--- config.mk ---
export PLATFORM = sky130hd
export DESIGN_NAME = cp0_regfile
export DESIGN_NICKNAME = d
export VERILOG_FILES = /design/src/rtl/cp0_regfile.sv
export SDC_FILE = /design/constraint.sdc
export NUM_CORES = 1
export LEC_CHECK = 0
export ABC_AREA = 0
export BUFFER_PORTS_ARGS = -buffer_cell sky130_fd_sc_hd__buf_2
export CORE_MARGIN = 1.5
export CORE_UTILIZATION = 59
export CTS_BUF_LIST = sky130_fd_sc_hd__clkbuf_2 sky130_fd_sc_hd__clkbuf_4 sky130_fd_sc_hd__clkbuf_8
export DETAILED_ROUTE_END_ITERATION = 10
export GPL_TIMING_DRIVEN = 1
export HOLD_SLACK_MARGIN = 0.06
export PLACE_DENSITY = 0.92
export SYNTH_ARGS = -nofsm -noshare
export SYNTH_HDL_FRONTEND = slang
export SYNTH_SLANG_ARGS = --single-unit
export TNS_END_PERCENT = 10
--- constraint.sdc ---
create_clock -name clk -period 2.8 [get_ports clk]
set_clock_uncertainty 0.1 [all_clocks]
set_input_delay 0.14 -clock clk [delete_from_list [all_inputs] [get_ports clk]]
set_output_delay 0.14 -clock clk [all_outputs]
set_load 0.05 [all_outputs]
--- src/rtl/cp0_regfile.sv ---
// CP0 register file: Status/Cause/EPC/BadVAddr/Count/Compare with exception, ERET and MTC0/MFC0 handling.
// Optional macro CP0_TIMER_INT_EN enables the Count/Compare timer interrupt (TI) onto IP7.
module cp0_regfile (
  input  logic        clk,
  input  logic        resetn,
  input  logic        we,
  input  logic [4:0]  waddr,
  input  logic [31:0] wdata,
  input  logic [4:0]  raddr,
  output logic [31:0] rdata,
  input  logic        is_exception,
  input  logic        is_bd,
  input  logic [4:0]  excep_code,
  input  logic [31:0] excep_pc,
  input  logic        we_badvaddr,
  input  logic [31:0] badvaddr,
  input  logic        eret,
  input  logic [5:0]  ext_int,
  output logic        is_ie,
  output logic        is_exl,
  output logic [7:0]  int_mask,
  output logic [1:0]  soft_int,
  output logic [5:0]  hardware_int,
  output logic [31:0] epc
);

  localparam int unsigned XLEN = 32;

  localparam logic [4:0] REG_BADVADDR = 5'd8;
  localparam logic [4:0] REG_COUNT    = 5'd9;
  localparam logic [4:0] REG_COMPARE  = 5'd11;
  localparam logic [4:0] REG_STATUS   = 5'd12;
  localparam logic [4:0] REG_CAUSE    = 5'd13;
  localparam logic [4:0] REG_EPC      = 5'd14;

  logic [XLEN-1:0] badvaddr_q, badvaddr_d;
  logic [XLEN-1:0] count_q,    count_d;
  logic [XLEN-1:0] compare_q,  compare_d;
  logic [XLEN-1:0] epc_q,      epc_d;
  logic            tick_q,     tick_d;
  logic [7:0]      im_q,       im_d;
  logic            exl_q,      exl_d;
  logic            ie_q,       ie_d;
  logic            bd_q,       bd_d;
  logic [5:0]      ip_hw_q,    ip_hw_d;
  logic [1:0]      ip_sw_q,    ip_sw_d;
  logic [4:0]      exccode_q,  exccode_d;
  logic            timer_int;

`ifdef CP0_TIMER_INT_EN
  logic ti_q, ti_d;
  assign timer_int = ti_q;

  always_ff @(posedge clk or negedge resetn) begin
    if (!resetn) ti_q <= 1'b0;
    else         ti_q <= ti_d;
  end
`else
  assign timer_int = 1'b0;
`endif

  // Next-state: free-running timer/interrupt sampling, then exception > eret > MTC0.
  always_comb begin
    badvaddr_d = badvaddr_q;
    compare_d  = compare_q;
    epc_d      = epc_q;
    im_d       = im_q;
    exl_d      = exl_q;
    ie_d       = ie_q;
    bd_d       = bd_q;
    ip_sw_d    = ip_sw_q;
    exccode_d  = exccode_q;
    tick_d     = ~tick_q;
    count_d    = tick_q ? count_q + 32'd1 : count_q;
    ip_hw_d    = {ext_int[5] | timer_int, ext_int[4:0]};
`ifdef CP0_TIMER_INT_EN
    ti_d       = ti_q | (count_q == compare_q);
`endif

    if (is_exception) begin
      exl_d     = 1'b1;
      exccode_d = excep_code;
      // Nested exceptions keep the original return point and BD.
      if (!exl_q) begin
        epc_d = excep_pc;
        bd_d  = is_bd;
      end
      if (we_badvaddr) begin
        badvaddr_d = badvaddr;
      end
    end else if (eret) begin
      exl_d = 1'b0;
    end else if (we) begin
      case (waddr)
        REG_COUNT: begin
          count_d = wdata;
          tick_d  = 1'b0;
        end
        REG_COMPARE: begin
          compare_d = wdata;
`ifdef CP0_TIMER_INT_EN
          ti_d      = 1'b0;
`endif
        end
        REG_STATUS: begin
          im_d  = wdata[15:8];
          exl_d = wdata[1];
          ie_d  = wdata[0];
        end
        REG_CAUSE: begin
          ip_sw_d = wdata[9:8];
        end
        REG_EPC: begin
          epc_d = wdata;
        end
        default: begin
        end
      endcase
    end
  end

  always_ff @(posedge clk or negedge resetn) begin
    if (!resetn) begin
      badvaddr_q <= '0;
      count_q    <= '0;
      compare_q  <= '0;
      epc_q      <= '0;
      tick_q     <= 1'b0;
      im_q       <= '0;
      exl_q      <= 1'b0;
      ie_q       <= 1'b0;
      bd_q       <= 1'b0;
      ip_hw_q    <= '0;
      ip_sw_q    <= '0;
      exccode_q  <= '0;
    end else begin
      badvaddr_q <= badvaddr_d;
      count_q    <= count_d;
      compare_q  <= compare_d;
      epc_q      <= epc_d;
      tick_q     <= tick_d;
      im_q       <= im_d;
      exl_q      <= exl_d;
      ie_q       <= ie_d;
      bd_q       <= bd_d;
      ip_hw_q    <= ip_hw_d;
      ip_sw_q    <= ip_sw_d;
      exccode_q  <= exccode_d;
    end
  end

  // MFC0 read mux; no bypass from a same-cycle write.
  always_comb begin
    rdata = '0;
    case (raddr)
      REG_BADVADDR: rdata = badvaddr_q;
      REG_COUNT:    rdata = count_q;
      REG_COMPARE:  rdata = compare_q;
      REG_STATUS:   rdata = {9'b0, 1'b1, 6'b0, im_q, 6'b0, exl_q, ie_q};
      REG_CAUSE:    rdata = {bd_q, timer_int, 14'b0, ip_hw_q, ip_sw_q, 1'b0, exccode_q, 2'b0};
      REG_EPC:      rdata = epc_q;
      default:      rdata = '0;
    endcase
  end

  assign is_ie        = ie_q;
  assign is_exl       = exl_q;
  assign int_mask     = im_q;
  assign soft_int     = ip_sw_q;
  assign hardware_int = ip_hw_q;
  assign epc          = epc_q;

endmodule

== After elaboration in Yosys (flattened, before gate mapping) ==
Cells that the tools add are included.

* Output and inout port bits: 82
* Register bits after elaboration: 153
* Logic and storage cells: 60
* Input bits: 124

* Multiplexer cells: 19
* Bitwise logic cells: 4
* Equal/unequal tests: 13
* $add $sub $neg: 1
* Reduce and logical (&&, ||, !) cells: 11

{| class="wikitable"
|+ Operators with widths
! cell !! count
|-
| $mux 32 || 10
|-
| $pmux 32 s6 || 1
|-
| $eq 5x4->1 const B || 11
|-
| $add 32x1->32 const B || 1
|-
| $reduce_and 4->1 || 4
|-
| $mux 1 || 8
|-
| $reduce_and 2->1 || 3
|-
| $reduce_bool 3->1 || 2
|-
| $ne 2x2->1 const B || 2
|-
| $not 1->1 || 4
|-
| $reduce_bool 2->1 || 2
|}

== Longest topological paths before layout ==
Gate-level depths: netlist of the first run.

* Depth in word-level cells: 6
* Mapped depth: 7
* Gate-level depth less buffers: 6

== Worst setup path before layout of the first run ==
Ideal clock, no wire load.

* Path type: input port to output port
* From: in raddr[4]
* To: out rdata[11]
* Data required time: 2.560 ns
* Stages: 5
* Arrival: 1.606 ns
* Setup slack: 0.954 ns
* Buffers on the path: 1
* Cell sequence: or3b_1 -> nor2_1 -> clkbuf_1 -> a22oi_1 -> nand3_1

* Cells in the longest elaborated chain, start to end: 2
* Elaborated cells on any way between the ends: 7
* Those cells by class: eq/ne (6); mux (1)

{| class="wikitable"
|+ Ends and longest elaborated chain
! item !! line !! text
|-
| from (decl) || 9 || <nowiki>input logic [4:0] raddr,</nowiki>
|-
| $eq 5x4->1 || 155 || <nowiki>case (raddr)</nowiki>
|-
| $pmux 32 s6 * || 155 ||
|-
| to (decl) || 10 || <nowiki>output logic [31:0] rdata,</nowiki>
|}

Every way passes the cells marked *; elsewhere a longest branch is shown, timed or not.

== Worst setup path after layout of the first run ==
* From: in raddr[4]
* To: out rdata[13]

Same word-level chain as after synthesis.

==> results of run 1 <==
power breakdown:
part	switching [W]	internal, W	total [W]	leakage, nW
clock	0.000835	0.000937	0.00177	0.220
sequential	0.000342	0.00254	0.00288	1.93
combinational	0.000897	0.000551	0.00145	2.82
total	0.00207	0.00402	0.00610	4.97
cells by family after synthesis:
family	Yosys count	synth area share, %
simple gates	178	12.8
flops	153	51.6
compound gates	139	12.1
mux	115	16.9
buf+inv	46	2.72
xor+xnor	31	3.66
fa+ha+maj	1	0.169
state kept, by name, indices dropped and copies added, names as in the netlist:
signal	cells
epc	32
bd_q	1
count_q	32
hardware_int	6
compare_q	32
is_exl	1
exccode_q	5
badvaddr_q	32
soft_int	2
is_ie	1
tick_q	1
int_mask	8
per-stage QoR:
stage	cell area (um2)	utilization, %
after floorplan	7420	-
after global placement	8650	71.1
after detailed placement	8650	71.1
after CTS	10200	84.1
after global routing	10200	84.1
final	10200	84.1
worst max-delay path, stage by stage:
cell     delay [ns]
buf_2          0.11
or3b_1         0.49
nor2_4         0.50
buf_12         0.24
a22oi_1        0.10
nand3_1        0.14
buf_2          0.27
layer usage:
layer	wire length, um	track usage [%]
met1	9390	46.4
met2	13000	69.0
met3	2190	9.59
met4	1260	23.7
met5	0	0
cells in the final DEF, fill, tap and decap left out, types with 7 or more instances in the layout:
cell           count
a21oi_1           34
a222oi_1           9
a22oi_1           62
and3_1             7
buf_2            204
buf_4             13
clkbuf_8          22
dfrtp_1          153
dlygate4sd3_1    116
mux2_2            80
mux2i_1           34
nand2_1           73
nand3_1           14
nor2_1            36
nor3_2             9
o21ai_0           32
xnor2_1           22
xor2_1             9
timing repair:
action	CTS	global route
hold buffers	116	0
hold endpoints to repair	272	0
endpoints found under the setup margin	0	0
gates resized for setup	0	0
layout make-up:
cell class / instances / share of cell area [%]
clock buffer: 25 / 3.18
clock inverter: 7 / 0.869
inverter: 4 / 0.147
multi-input combinational: 464 / 33.5
sequential: 153 / 37.4
tap: 168 / 2.06
timing repair buffer: 336 / 22.8
worst min-delay path by stage:
stage | from | endpoint | slack [ns]
after floorplan | resetn | badvaddr_q[0] | -0.26
after global placement | resetn | epc[0] | 0.04
after detailed placement | resetn | epc[0] | 0.04
after CTS | waddr[0] | soft_int[1] | 0.08
after global routing | waddr[0] | soft_int[0] | 0.12
final | resetn | epc[29] | 0.1
==> key figures, run 1 <==
Outcome
  – Status: complete, no violations

Logic synthesis
  – Asr flop ratio synth: 100%
  – Unique cell type count in the Yosys netlist: 42
  – Top-count cell post-synth: dfrtp_1
  – Seq cells post-synth: 153
  – Synth Cell Area: 7420 um2
  – Yosys top cell area share: 51.6%
  – Synth Area per Inst: 11.2 um2
  – Yosys top cell by area: dfrtp_1
  – Most frequent cells after synthesis: 153 x dfrtp_1, 80 x mux2_2, 75 x nand2_1
  – Gate Count Post-Synth: 663
  – Post-synthesis sequential area ratio: 51.6%
  – Ys Warns: 0
  – Post-synth EDFFs: 0
  – Largest cells by area after synthesis: dfrtp_1 52%, mux2_2 12%, a22oi_1 6.3%
  – Main synth FF type: dfrtp_1
  – Synthesized Nets: 788

Cells and area
  – Ant. Diodes: 0
  – Layout cells sized above 1: 36.4%
  – Combined area of the multi-input logic cells: 3430 um2
  – Sequential cell area: 3830 um2
  – P&R area growth vs syn: 37.9%
  – Non-filler cells, final: 1,157
  – Final nets: 1,101
  – FILL cells: 588

Timing
  – Setup_tns: 0 ns
  – Worst-Margin Slew: 0.973 ns
  – Worst rel slew slack: 34.9%
  – Hold Violations, Final: 0
  – Slew Limit Fails: 0
  – Hold slack: 0.0996 ns
  – Final WS setup: 0.555 ns
  – Final setup fails: 0
  – RSZ-0062 raised after global routing: false
  – Fin crit share: 80.2%
  – Fin crit period: 2.24 ns
  – Fmax: 445 MHz

Clock tree
  – Cts bufs inserted: 17
  – CTS root buffer: clkbuf_8
  – Worst-Skew Late Latency: 0.47 ns
  – CTS tree: yes
  – Clk sinks: 153
  – Worst-path clk slew: 0.08 ns
  – Clock buffer depth: 2
  – Post-CTS Setup Bufs: 0
  – Htree depth: 4

Floorplanning
  – Width of the die: 115 um
  – I/O pin cnt: 206
  – Num rows: 40
  – Die area: 13,300 um2
  – Initial Utilization: 61.0%
  – Chip height: 115 um
  – Core area: 12,200 um2

Routing
  – DRC errors left: 0
  – Vias: 7,224
  – Drt total wl: 25,800 um
  – Antenna Nets Post-Route: 0
  – Initial DRC count: 761
  – Routed wire per std cell: 22.3 um
  – 1st-pass router iterations: 6
  – Avg Vias per Cell: 6.24

Global route
  – Initial antenna violation count: 0
  – Vias in the first global route: 7,594
  – Grt total ovfl: 0
  – First-pass GRT wire length: 39,800 um
  – GRT Total Usage: 40.3%
  – Largest net degree at the start of global routing: 66

Pwr
  – Total power: 0.00610 W
  – PwrDens: 596 nW/um2
  – VDD IR max: 452 uV
  – Pleak: 4.97 nW

Placed design
  – Post-Place Cells: 1,009
  – DP Wirelength: 13,900 um
  – Pre-CTS WS: 0.641 ns
  – IO buf count: 205
  – GPL Wtd Cong: 0.800

Setup path
  – WP data required: 2.56 ns
  – Arr. time, crit path: 2.00 ns
  – Setup crit end: rdata[13]
  – CP Capture Type: primary output
  – FF-to-FF setup slack: 0.62 ns
  – Setup CP Type: in2out
  – CP max FO: 18
  – Critical Path Start: raddr[4]
  – Crit path launch type: input port
  – End of the worst register-to-register path: epc[16]
  – FF-to-FF Start: is_exl
  – Reg2Reg Depth: 4

Job
  – Max cap viols: 0

Hold path
  – Worst Hold Class: in2async
(Power assumes the default switching activity.)
==> run 2: changes to the inputs <==
--- a/config.mk
+++ b/config.mk
@@ -5,15 +5,15 @@
 export SDC_FILE = /design/constraint.sdc
 export NUM_CORES = 1
 export LEC_CHECK = 0
-export ABC_AREA = 0
+export ABC_AREA = 1
 export BUFFER_PORTS_ARGS = -buffer_cell sky130_fd_sc_hd__buf_2
 export CORE_MARGIN = 1.5
-export CORE_UTILIZATION = 59
+export CORE_UTILIZATION = 55
 export CTS_BUF_LIST = sky130_fd_sc_hd__clkbuf_2 sky130_fd_sc_hd__clkbuf_4 sky130_fd_sc_hd__clkbuf_8
 export DETAILED_ROUTE_END_ITERATION = 10
 export GPL_TIMING_DRIVEN = 1
 export HOLD_SLACK_MARGIN = 0.06
-export PLACE_DENSITY = 0.92
+export PLACE_DENSITY = 0.86
 export SYNTH_ARGS = -nofsm -noshare
 export SYNTH_HDL_FRONTEND = slang
 export SYNTH_SLANG_ARGS = --single-unit
==> constraint.sdc (replaced) <==
create_clock -name clk -period 2.1 [get_ports clk]
set_clock_uncertainty 0.1 [all_clocks]
set_input_delay 0.105 -clock clk [delete_from_list [all_inputs] [get_ports clk]]
set_output_delay 0.105 -clock clk [all_outputs]
set_load 0.05 [all_outputs]
==> run 2 against run 1 <==
The run now ends with negative setup slack left. Die area is 13% higher. Setup slack worse by 0.58 ns. Critical path type is now in2reg. Highest routed layer unchanged. Global-route usage is 2.0 points higher. Via count is 26% higher. Sequential cell count stayed put. Worst hold slack worse by 0.025 ns.
==> key figures, run 2 <==
Floorplanning
  – Width of the die: 122 um
  – Core area: 13,900 um2
  – I/O pin cnt: 206
  – Chip height: 122 um
  – Num rows: 43
  – Die area: 15,000 um2
  – Initial Utilization: 56.3%

Timing
  – Worst-Margin Slew: 0.796 ns
  – Fin crit period: 2.13 ns
  – Final WS setup: -0.0266 ns
  – Hold Violations, Final: 0
  – Worst rel slew slack: 46.8%
  – Fmax: 470 MHz
  – Setup_tns: -0.0266 ns
  – Fin crit share: 101%
  – Final setup fails: 1
  – Slew Limit Fails: 0
  – Hold slack: 0.0750 ns

Hold path
  – Hold Startpoint: is_exception
  – WHS Endpoint: epc[20]
  – Worst Hold Class: in2reg
  – WHS Path Cells: 4

Cells and area
  – Most frequent cells in the layout: 226 x nand2_1, 204 x buf_2, 153 x dfrtp_1
  – P&R area growth vs syn: 40.3%
  – Final nets: 1,396
  – Sequential cell area: 3830 um2
  – Non-filler cells, final: 1,465
  – Combined area of the multi-input logic cells: 3410 um2
  – FILL cells: 729
  – Layout cells sized above 1: 25.2%
  – Commonest non-fill, non-tap cell in the layout: nand2_1

Logic synthesis
  – Yosys top cell area share: 48.8%
  – Top-count cell post-synth: nand2_1
  – Yosys top cell by area: dfrtp_1
  – Synthesized Nets: 1,048
  – Post-synthesis sequential area ratio: 48.8%
  – Most frequent cells after synthesis: 226 x nand2_1, 153 x dfrtp_1, 108 x inv_1
  – Asr flop ratio synth: 100%
  – Main synth FF type: dfrtp_1
  – Unique cell type count in the Yosys netlist: 33
  – Gate Count Post-Synth: 923
  – Largest cells by area after synthesis: dfrtp_1 49%, nand2_1 11%, inv_1 5.2%
  – Ys Warns: 0
  – Synth Area per Inst: 8.51 um2
  – Seq cells post-synth: 153
  – Synth Cell Area: 7850 um2
  – Post-synth EDFFs: 0

Setup path
  – Critical-path cell list: dlygate4sd3_1 -> buf_2 -> nand2_1 -> nor2_1 -> nand3_1 -> nand2_1 -> o21ai_0
  – Critical Path Max Stage Delay: 0.64 ns
  – Reg2Reg Depth: 9
  – CP max FO: 18
  – FF-to-FF setup slack: 0.12 ns
  – CP Capture Type: register
  – Crit path launch type: input port
  – Crit path top cell by count: nand2_1
  – Setup CP Type: in2reg
  – Arr. time, crit path: 2.32 ns
  – FF-to-FF Start: tick_q
  – Slowest library cell on the worst path: nand3_1
  – WP data required: 2.30 ns
  – WP buf/inv: 2
  – End of the worst register-to-register path: count_q[28]
  – Top delay family on crit path: simple AND/OR/NAND/NOR gates

Routing
  – Routed wire per std cell: 21.8 um
  – DRC errors left: 0
  – Drt total wl: 31,900 um
  – Avg Vias per Cell: 6.19
  – Antenna Nets Post-Route: 0
  – Vias: 9,075
  – 1st-pass router iterations: 6
  – M1 wire length: 10,800 um
  – Met2 WL post-DR: 14,600 um
  – DR top layer: met4
  – Met3 WL: 3950 um
  – Initial DRC count: 1,257

Clock tree
  – Htree depth: 4
  – Worst-Skew Late Latency: 0.48 ns
  – CTS tree: yes
  – Worst-path clk slew: 0.10 ns
  – CTS root buffer: clkbuf_8
  – Clk sinks: 153
  – Cts bufs inserted: 17
  – Clock buffer depth: 2

Placed design
  – Post-Place Cells: 1,293
  – Pre-CTS WS: 0.230 ns
  – DP Wirelength: 17,700 um
  – GPL Wtd Cong: 0.979
  – IO buf count: 205

Outcome
  – Failing checks: negative setup slack
  – Status: finished with violations

Global route
  – Grt total ovfl: 0
  – GRT Total Usage: 42.3%
  – Largest net degree at the start of global routing: 54
  – First-pass GRT wire length: 47,600 um
  – Initial antenna violation count: 2
  – Vias in the first global route: 9,192

Job
  – Max cap viols: 0

Pwr
  – Pleak: 5.44 nW
  – VDD IR max: 743 uV
  – PwrDens: 773 nW/um2
## run 2: cell types whose count changed in the layout (fill, tap and decap cells not counted), moves of 20 or more
cell	before	now
a21oi_1	34	12
a22oi_1	62	26
a31oi_1	0	20
inv_1	4	107
mux2_2	80	33
nand2_1	73	226
nand3_1	14	59
nor2_1	36	69
o211ai_1	0	27
o21ai_0	32	56
## run 2: cell type report
| cell class | instances | area share [%] |
|---|---|---|
| inverter | 111 | 3.83 |
| multi-input combinational | 619 | 30.9 |
| timing repair buffer | 369 | 24.4 |
| antenna | 2 | 0.0454 |
| sequential | 153 | 34.8 |
| tap | 180 | 2.05 |
| clock buffer | 21 | 2.51 |
| clock inverter | 10 | 1.50 |
## run 2: how the worst max path moves through the flow
stage | start | end | slack (ns) | depth (start not counted)
5_1_grt | waddr[2] | int_mask[5] | -0.08 | 7
2_1_floorplan | epc[0] | rdata[0] | 0.33 | 2
4_1_cts | eret | epc[15] | 0.02 | 10
3_3_place_gp | tick_q | count_q[28] | 0.28 | 9
6_report | waddr[2] | int_mask[5] | -0.03 | 7
3_5_place_dp | count_q[0] | count_q[28] | 0.23 | 10
## run 2: timing repair
action,4_1_cts,5_1_grt
setup endpoints to repair,0,4
hold buffers,132,0
gates resized for setup,0,7
hold endpoints to repair,305,0
buffers inserted,0,6
## run 2: metrics by stage
stage	util, %	power [W]	area, um2
after CTS	78.3	0.00825	10900
final	79.0	0.00851	11000
after detailed placement	65.6	0.00556	9140
after global placement	65.6	0.00552	9140
after global routing	79.0	0.00876	11000
after floorplan	-	0.00491	7850
## run 2: where the power goes
part	switching, W	leakage, nW	internal (W)	total (W)
logic	0.00144	3.34	0.000751	0.00219
registers	0.000399	1.88	0.00335	0.00375
clock network	0.00119	0.228	0.00139	0.00257
## run 2: cells by family after synthesis
group                    share of synthesized area, %
multiplexers                                     8.81
buffers and inverters                            8.02
adder cells (fa/ha/maj)                         0.159
AO/OA/AOI/OAI                                    12.5
flip-flops                                       48.8
AND/OR/NAND/NOR                                  20.2
XOR/XNOR                                         1.56
## run 2: tightest hold or removal path, stage by stage
cell and delay, ns:
buf_2 0.14, buf_4 0.21, nand2_1 0.08, a31oi_1 0.08
## run 2: routing by layer
layer,vias to the layer above,GRT usage (%)
li1,3756,-
met1,4118,49.5
met2,900,66.8
met3,301,13.0
met4,0,29.0
met5,-,0
==> run 3: changes to the inputs <==
--- a/config.mk
+++ b/config.mk
@@ -5,15 +5,14 @@
 export SDC_FILE = /design/constraint.sdc
 export NUM_CORES = 1
 export LEC_CHECK = 0
-export ABC_AREA = 1
 export BUFFER_PORTS_ARGS = -buffer_cell sky130_fd_sc_hd__buf_2
 export CORE_MARGIN = 1.5
-export CORE_UTILIZATION = 55
+export CORE_UTILIZATION = 54
 export CTS_BUF_LIST = sky130_fd_sc_hd__clkbuf_2 sky130_fd_sc_hd__clkbuf_4 sky130_fd_sc_hd__clkbuf_8
 export DETAILED_ROUTE_END_ITERATION = 10
 export GPL_TIMING_DRIVEN = 1
 export HOLD_SLACK_MARGIN = 0.06
-export PLACE_DENSITY = 0.86
+export PLACE_DENSITY = 0.85
 export SYNTH_ARGS = -nofsm -noshare
 export SYNTH_HDL_FRONTEND = slang
 export SYNTH_SLANG_ARGS = --single-unit
==> run 3 against run 2 <==
The flow now finishes without violations. First-iteration DRC count fell by 49%. Sequential share of layout area is 2.6 points higher. Clock power down 16%. Setup slack better by 0.16 ns. Non-clock buffer count fell by 26. Global-route usage decreased by 8.7 points. Sequential cell count did not move.
==> key figures, run 3 (synthesis gave the netlist of run 1 again) <==
Outcome
  – Status: complete, no violations

Global route
  – Largest net degree at the start of global routing: 60
  – Vias in the first global route: 7,371
  – First-pass GRT wire length: 37,200 um
  – Initial antenna violation count: 0
  – GRT Total Usage: 33.6%
  – Grt total ovfl: 0

Placed design
  – Post-Place Cells: 1,026
  – DP Wirelength: 13,900 um
  – IO buf count: 205
  – GPL Wtd Cong: 0.820

Cells and area
  – Final nets: 1,109
  – P&R area growth vs syn: 38.1%
  – Ant. Diodes: 0
  – Commonest non-fill, non-tap cell in the layout: buf_2
  – FILL cells: 827
  – Combined area of the multi-input logic cells: 3440 um2
  – Utilization after layout: 76.7%
  – Layout cells sized above 1: 37.2%
  – Non-filler cells, final: 1,173
  – Most frequent cells in the layout: 204 x buf_2, 153 x dfrtp_1, 114 x dlygate4sd3_1
  – Sequential cell area: 3830 um2

Floorplanning
  – Chip height: 120 um
  – Core area: 13,300 um2
  – Num rows: 42
  – I/O pin cnt: 206
  – Width of the die: 120 um
  – Initial Utilization: 55.6%
  – Die area: 14,400 um2

Setup path
  – Setup CP Type: in2reg
  – CP Capture Type: register
  – Crit path launch type: input port
  – CP max FO: 28
  – WP data required: 2.36 ns
  – Arr. time, crit path: 2.22 ns
  – FF-to-FF setup slack: 0.15 ns

Timing
  – Hold slack: 0.0892 ns
  – Final setup fails: 0
  – Slew Limit Fails: 0
  – Hold Violations, Final: 0
  – Fin crit share: 93.6%
  – Fin crit period: 1.97 ns
  – Setup_tns: 0 ns
  – Worst rel slew slack: 28.0%
  – Worst-Margin Slew: 1.08 ns
  – RSZ-0062 raised after global routing: false
  – Fmax: 509 MHz

Pwr
  – Total power: 0.00792 W
  – Pleak: 4.98 nW
  – VDD IR max: 855 uV
  – PwrDens: 773 nW/um2

Job
  – Max cap viols: 0

Hold path
  – Worst Hold Class: in2async

Clock tree
  – Worst-path clk slew: 0.09 ns
  – CTS tree: yes
  – Cts bufs inserted: 17
  – Htree depth: 4
  – CTS root buffer: clkbuf_8
  – Clk sinks: 153
  – Worst-Skew Late Latency: 0.46 ns
  – Clock buffer depth: 2

Routing
  – Initial DRC count: 645
  – Routed wire per std cell: 20.7 um
  – Avg Vias per Cell: 6.00
  – Vias: 7,033
  – Antenna Nets Post-Route: 0
  – 1st-pass router iterations: 9
  – Drt total wl: 24,300 um
  – DRC errors left: 0
==> run 3: changes by cell type in the layout (fill, tap and decap cells not counted), moves of 20 or more <==
cell / before / now
nor2_1: 69 / 36
nand3_1: 59 / 14
o211ai_1: 27 / 0
a21oi_1: 12 / 34
a22oi_1: 26 / 62
mux2_2: 33 / 80
o21ai_0: 56 / 32
inv_1: 107 / 4
a31oi_1: 20 / 0
nand2_1: 226 / 74
==> run 3: cell type report <==
class                   count  area share, %
flip-flops and latches    153           37.4
repair buffers            343           23.1
clock inverters            12          0.965
clock buffers              20           2.69
inverters                   4          0.147
well taps                 176           2.15
multi-input cells         465           33.6
==> run 3: timing repair <==
item                                   4_1_cts  5_1_grt
setup endpoints to repair                    0       14
resized for setup                            0        2
hold buffers                               114        0
endpoints found under the hold margin      306        0
buffers inserted                             0        0
==> run 3: per-layer routing <==
metal | GRT usage (%) | up-vias | share of wire [%]
met5 | 0 | - | 0
met4 | 15.1 | 0 | 4.0
met3 | 8.92 | 92 | 8.5
met2 | 58.4 | 415 | 50
met1 | 39.0 | 3462 | 37
li1 | - | 3064 | -
==> run 3: per-stage QoR <==
step	instance area, um2	setup slack (ns)
6_report	10200	0.135
2_1_floorplan	7420	0.324
4_1_cts	10200	0.0447
5_1_grt	10200	0.0163
3_3_place_gp	8710	0.221
3_5_place_dp	8710	0.114
==> run 3: power by group <==
part	switching, W	total, W	internal [W]
clock	0.00114	0.00216	0.00102
sequential	0.000417	0.00380	0.00338
combinational	0.00121	0.00196	0.000752
==> run 3: worst max-delay path, cell delays in order <==
cell           delay [ns]
dlygate4sd3_1        0.55
buf_2                0.16
nor2b_1              0.23
a21oi_4              0.50
buf_4                0.41
nand2_1              0.11
o21ai_0              0.13
==> run 3: path summary, 6_finish.rpt <==
path / start / endpoint / depth (start not counted)
setup / recovery: is_exception / epc[10] / 7
hold / removal: resetn / badvaddr_q[1] / 2
setup reg to reg: is_exl / epc[10] / 4
min in group clk: waddr[0] / soft_int[1] / 3
max in group asynchronous: resetn / badvaddr_q[14] / 3
hold reg to reg: compare_q[19] / compare_q[19] / 1
